### src/rtl/mem_2_out_reader.sv
// Reads a block of bytes from BRAM port B and streams them out one at a time
// with valid/ready handshaking. Optional running byte sum under READER_CHECKSUM_EN.
module mem_2_out_reader #(
    parameter int ADDR_W = 13,
    parameter int DATA_W = 8,
    parameter int RD_LAT = 1
) (
    input  logic              clk,
    input  logic              rst,
    input  logic              start,
    input  logic [ADDR_W-1:0] base_addr,
    input  logic [ADDR_W-1:0] count,
    output logic              enb,
    output logic              web,
    output logic [ADDR_W-1:0] addrb,
    input  logic [DATA_W-1:0] doutb,
    output logic [DATA_W-1:0] out_data,
    output logic              out_valid,
    input  logic              out_ready,
    output logic              busy,
    output logic              done,
    output logic [DATA_W-1:0] checksum
);

    typedef enum logic [2:0] {S_IDLE, S_READ, S_WAIT, S_PRESENT, S_DONE} state_t;

    localparam logic [1:0]        WAIT_LAST = 2'(RD_LAT - 1);
    localparam logic [ADDR_W-1:0] REM_ONE   = ADDR_W'(1);

    state_t              state_q, state_d;
    logic [ADDR_W-1:0]   ptr_q, ptr_d;
    logic [ADDR_W-1:0]   remaining_q, remaining_d;
    logic [1:0]          wait_cnt_q, wait_cnt_d;
    logic [DATA_W-1:0]   out_data_q, out_data_d;
    logic                out_valid_q, out_valid_d;
    logic                hs;

    assign hs = (state_q == S_PRESENT) && out_ready;

    always_ff @(posedge clk or negedge rst) begin
        if (!rst) begin
            state_q <= S_IDLE;
        end else begin
            state_q <= state_d;
        end
    end

    always_comb begin
        state_d = state_q;
        case (state_q)
            S_IDLE:    if (start) state_d = (count == '0) ? S_DONE : S_READ;
            S_READ:    state_d = S_WAIT;
            S_WAIT:    if (wait_cnt_q == WAIT_LAST) state_d = S_PRESENT;
            S_PRESENT: if (out_ready) state_d = (remaining_q == REM_ONE) ? S_DONE : S_READ;
            S_DONE:    state_d = S_IDLE;
            default:   state_d = S_IDLE;
        endcase
    end

    always_comb begin
        enb  = (state_q == S_READ);
        busy = (state_q != S_IDLE);
        done = (state_q == S_DONE);
    end

    // Datapath: the final WAIT edge captures doutb, the handshake edge advances
    always_comb begin
        ptr_d       = ptr_q;
        remaining_d = remaining_q;
        wait_cnt_d  = wait_cnt_q;
        out_data_d  = out_data_q;
        out_valid_d = out_valid_q;
        case (state_q)
            S_IDLE: begin
                if (start && count != '0) begin
                    ptr_d       = base_addr;
                    remaining_d = count;
                end
            end
            S_READ: wait_cnt_d = '0;
            S_WAIT: begin
                if (wait_cnt_q == WAIT_LAST) begin
                    out_data_d  = doutb;
                    out_valid_d = 1'b1;
                end else begin
                    wait_cnt_d = wait_cnt_q + 2'd1;
                end
            end
            S_PRESENT: begin
                if (out_ready) begin
                    out_valid_d = 1'b0;
                    remaining_d = remaining_q - REM_ONE;
                    ptr_d       = ptr_q + REM_ONE;
                end
            end
            default: ;
        endcase
    end

    always_ff @(posedge clk or negedge rst) begin
        if (!rst) begin
            ptr_q       <= '0;
            remaining_q <= '0;
            wait_cnt_q  <= '0;
            out_data_q  <= '0;
            out_valid_q <= 1'b0;
        end else begin
            ptr_q       <= ptr_d;
            remaining_q <= remaining_d;
            wait_cnt_q  <= wait_cnt_d;
            out_data_q  <= out_data_d;
            out_valid_q <= out_valid_d;
        end
    end

    assign web       = 1'b0;
    assign addrb     = ptr_q;
    assign out_data  = out_data_q;
    assign out_valid = out_valid_q;

`ifdef READER_CHECKSUM_EN
    logic [DATA_W-1:0] checksum_q, checksum_d;

    always_comb begin
        checksum_d = checksum_q;
        if (state_q == S_IDLE && start) begin
            checksum_d = '0;
        end else if (hs) begin
            checksum_d = checksum_q + out_data_q;
        end
    end

    always_ff @(posedge clk or negedge rst) begin
        if (!rst) begin
            checksum_q <= '0;
        end else begin
            checksum_q <= checksum_d;
        end
    end

    assign checksum = checksum_q;
`else
    assign checksum = '0;
`endif

endmodule

### config.mk
export PLATFORM = sky130hd
export DESIGN_NAME = mem_2_out_reader
export DESIGN_NICKNAME = d
export VERILOG_FILES = /design/src/rtl/mem_2_out_reader.sv
export SDC_FILE = /design/constraint.sdc
export NUM_CORES = 1
export LEC_CHECK = 0
export ABC_CLOCK_PERIOD_IN_PS = 2600
export CAP_MARGIN = 10
export CORE_ASPECT_RATIO = 1.5
export CORE_UTILIZATION = 25
export DETAILED_ROUTE_END_ITERATION = 10
export PLACE_DENSITY = 0.58
export SETUP_SLACK_MARGIN = 0.5
export SYNTH_ARGS = -nofsm -noshare
export SYNTH_HDL_FRONTEND = slang
export SYNTH_SLANG_ARGS = --single-unit
export TNS_END_PERCENT = 5
### constraint.sdc
create_clock -name clk -period 2.6 [get_ports clk]
set_input_delay 0.52 -clock clk [delete_from_list [all_inputs] [get_ports clk]]
set_output_delay 0.52 -clock clk [all_outputs]
set_load 0.1 [all_outputs]
==> run metrics <==
run status=finished, violations left; failing checks=design-rule violations; initial drt markers=138; synthesis-stage register bit count=40; R2R cell count=6; Avg Inst Size Synth=8.85 sq um; share of the synthesized area in the top cell type=39.8%; Die H=125 microns; Final setup viols=0; Vias=2437; clk_lat worst skew=280 ps; Max Cap Viol=0; initial antenna violation count=0; vias in the first global route=2522; clock slew at reported path FFs=60 ps; first-pass GRT wire length=12.4 mm; final hold violation count=0; area grow syn2layout=33.2%; flip-flop and latch area=1000 sq um; crit start category=register; commonest non-fill, non-tap cells in the layout=dfrtp_1 (40), buf_4 (37), clkdlybuf4s50_1 (36); area of the core=9740 sq um; Die X=83.9 microns; CTS tree=yes; Num CTS Buffers=5; clk_skew=4.90 ps; drt drc=4; fin crit period=2050 ps; layout cells sized above 1=19.2%; GRT Util Overall=14.7%; Reg2Reg Launch Point=remaining_q[0]$_DFFE_PN0P_; synthesized area=2510 sq um; Synth area leader=dfrtp_1; Worst Path Arrival=1530 ps; H-tree depth=2; Antenna diodes=0; Cell Chain, Critical Path=or3_1, buf_4; Critical Path RT=2080 ps; setup TNS=0 ps; worst min path class=input pin to async pin; register area share after synthesis=39.8%; Synth Flop Type=dfrtp_1; r2r endpoint=remaining_q[12]$_DFFE_PN0P_; crit path capture type=output pin; TritonRoute pass-1 iters=8; Hold WS=120 ps; Final Max Tran Viols=0; Syn Inst Count=284; maximum single-stage delay on the critical path=540 ps; vias per std cell=5.31; fill count=989; WS Path Type=register to output pin; Slew @ Worst Pin=545 ps; Routed WL per cell=16.3 microns; buffer and inverter count on the worst path=1; Detailed Place HPWL=5.47 mm; Crit. Startpoint=state_q[0]$_DFFE_PN0P_; unrepaired setup endpoints after global routing=true; number of flops mapped to enable cells by yosys=0; GPL Wtd Cong=0.827; Levels on crit path=2; # IOs=72; # clock sinks=40; fin nets=385; row cnt=44; area taken by multi-input logic gates=1370 sq um; die area=10500 sq um; Max stage delay cell, worst path=dfrtp_1; Peak Freq=0.488 GHz; synth warn=0; Synth area leaders=dfrtp_1 (40%), mux2_2 (4.5%), a21oi_1 (3.8%); worst-path fanout max=15; Initial Util=25.8%; CTS root buf=clkbuf_16; Inst Count DP=450; max_slew headroom=63.6%; Non-Filler Instances=459; commonest non-fill, non-tap cell in the layout=dfrtp_1; maximum clock path buffer count=2; final wirelength=7.48 mm; aggregate global routing overflow=0; largest net degree at the start of global routing=33; Netlist cell types=51; r2r setup slk=580 ps; final core utilization=34.4%; ANT nets after route=0; end of the critical path=busy; cell family with most CP delay=flip-flops; ys async rst share=100%; port bufs=62; Tcrit/Tclk final=78.9%
## cell type report
type	instances	share of cell area (%)
Clock buffer	8	4.37
Inverter	11	1.23
Multi-Input combinational cell	211	41.0
Sequential cell	40	29.9
Tap cell	115	4.30
Timing Repair Buffer	74	19.2
## through the flow
step / area [sq um] / setup slack, ps
final: 3350 / 549
after global routing: 3350 / 468
after CTS: 3330 / 539
after detailed placement: 3180 / 203
after global placement: 3180 / 204
after floorplan: 2550 / 415
## synth_stat cells, drive strengths merged (2+ instances only)
library cell   n
o31ai          4
or3            5
o211ai         9
nor3b          3
o32ai          3
a2bb2oi        3
nand3         14
and2           2
nor2          15
a21oi         20
nand2         19
a22oi          4
nor3           8
a31oi         11
mux2          10
nor2b          2
or2            4
inv           11
o2bb2ai       10
dfrtp         40
ha             4
or3b           2
nor4          11
o41ai          2
and4           2
o22ai          4
clkbuf        15
nand4          6
buf           15
o21ai         13
## sequential cells by signal, summed over array words and instances, names as in the netlist
register     cells
out_valid        1
addrb           13
wait_cnt_q       2
state_q          3
remaining_q     13
out_data         8
## worst min-delay path by stage
stage,startpoint,endpoint,slack [ps],cells past startpoint
detailed placement,rst,out_valid$_DFFE_PN0P_,430,1
CTS,rst,out_valid$_DFFE_PN0P_,120,1
global placement,rst,out_valid$_DFFE_PN0P_,430,1
floorplan,rst,addrb[0]$_DFFE_PN0P_,220,0
global route,rst,remaining_q[3]$_DFFE_PN0P_,130,1
finish,rst,out_valid$_DFFE_PN0P_,120,1
## worst reg2reg max path: stages, from the launching register on
cell	delay, ps
dfrtp_1	410
inv_1	110
ha_1	210
or3b_2	580
o41ai_1	360
a31oi_1	140
a21oi_1	130
## routing by layer
metal	global-route usage, %	routed length, microns	vias up
met2	25.7	3950	66
li1	-	-	1176
met5	0	0	-
met1	17.7	3120	1188
met4	5.98	94	0
met3	2.52	308	7
## what timing repair did
action | in CTS | in global routing
resized for setup | 0 | 2
pin swaps | 1 | 0
setup endpoints to repair | 1 | 23
hold buffers | 0 | 0
setup buffers | 1 | 0
## cells by family after synthesis
kind of cell,count (synthesis),synth area share [%]
compound gates,88,23.7
fa+ha+maj,4,1.99
buf+inv,41,7.76
flops,40,39.8
mux,11,4.88
other cells,1,0.149
simple gates,99,21.7
Power is not shown: default switching activity piles up to over one toggle a cycle in this logic, so the estimate is an artifact.
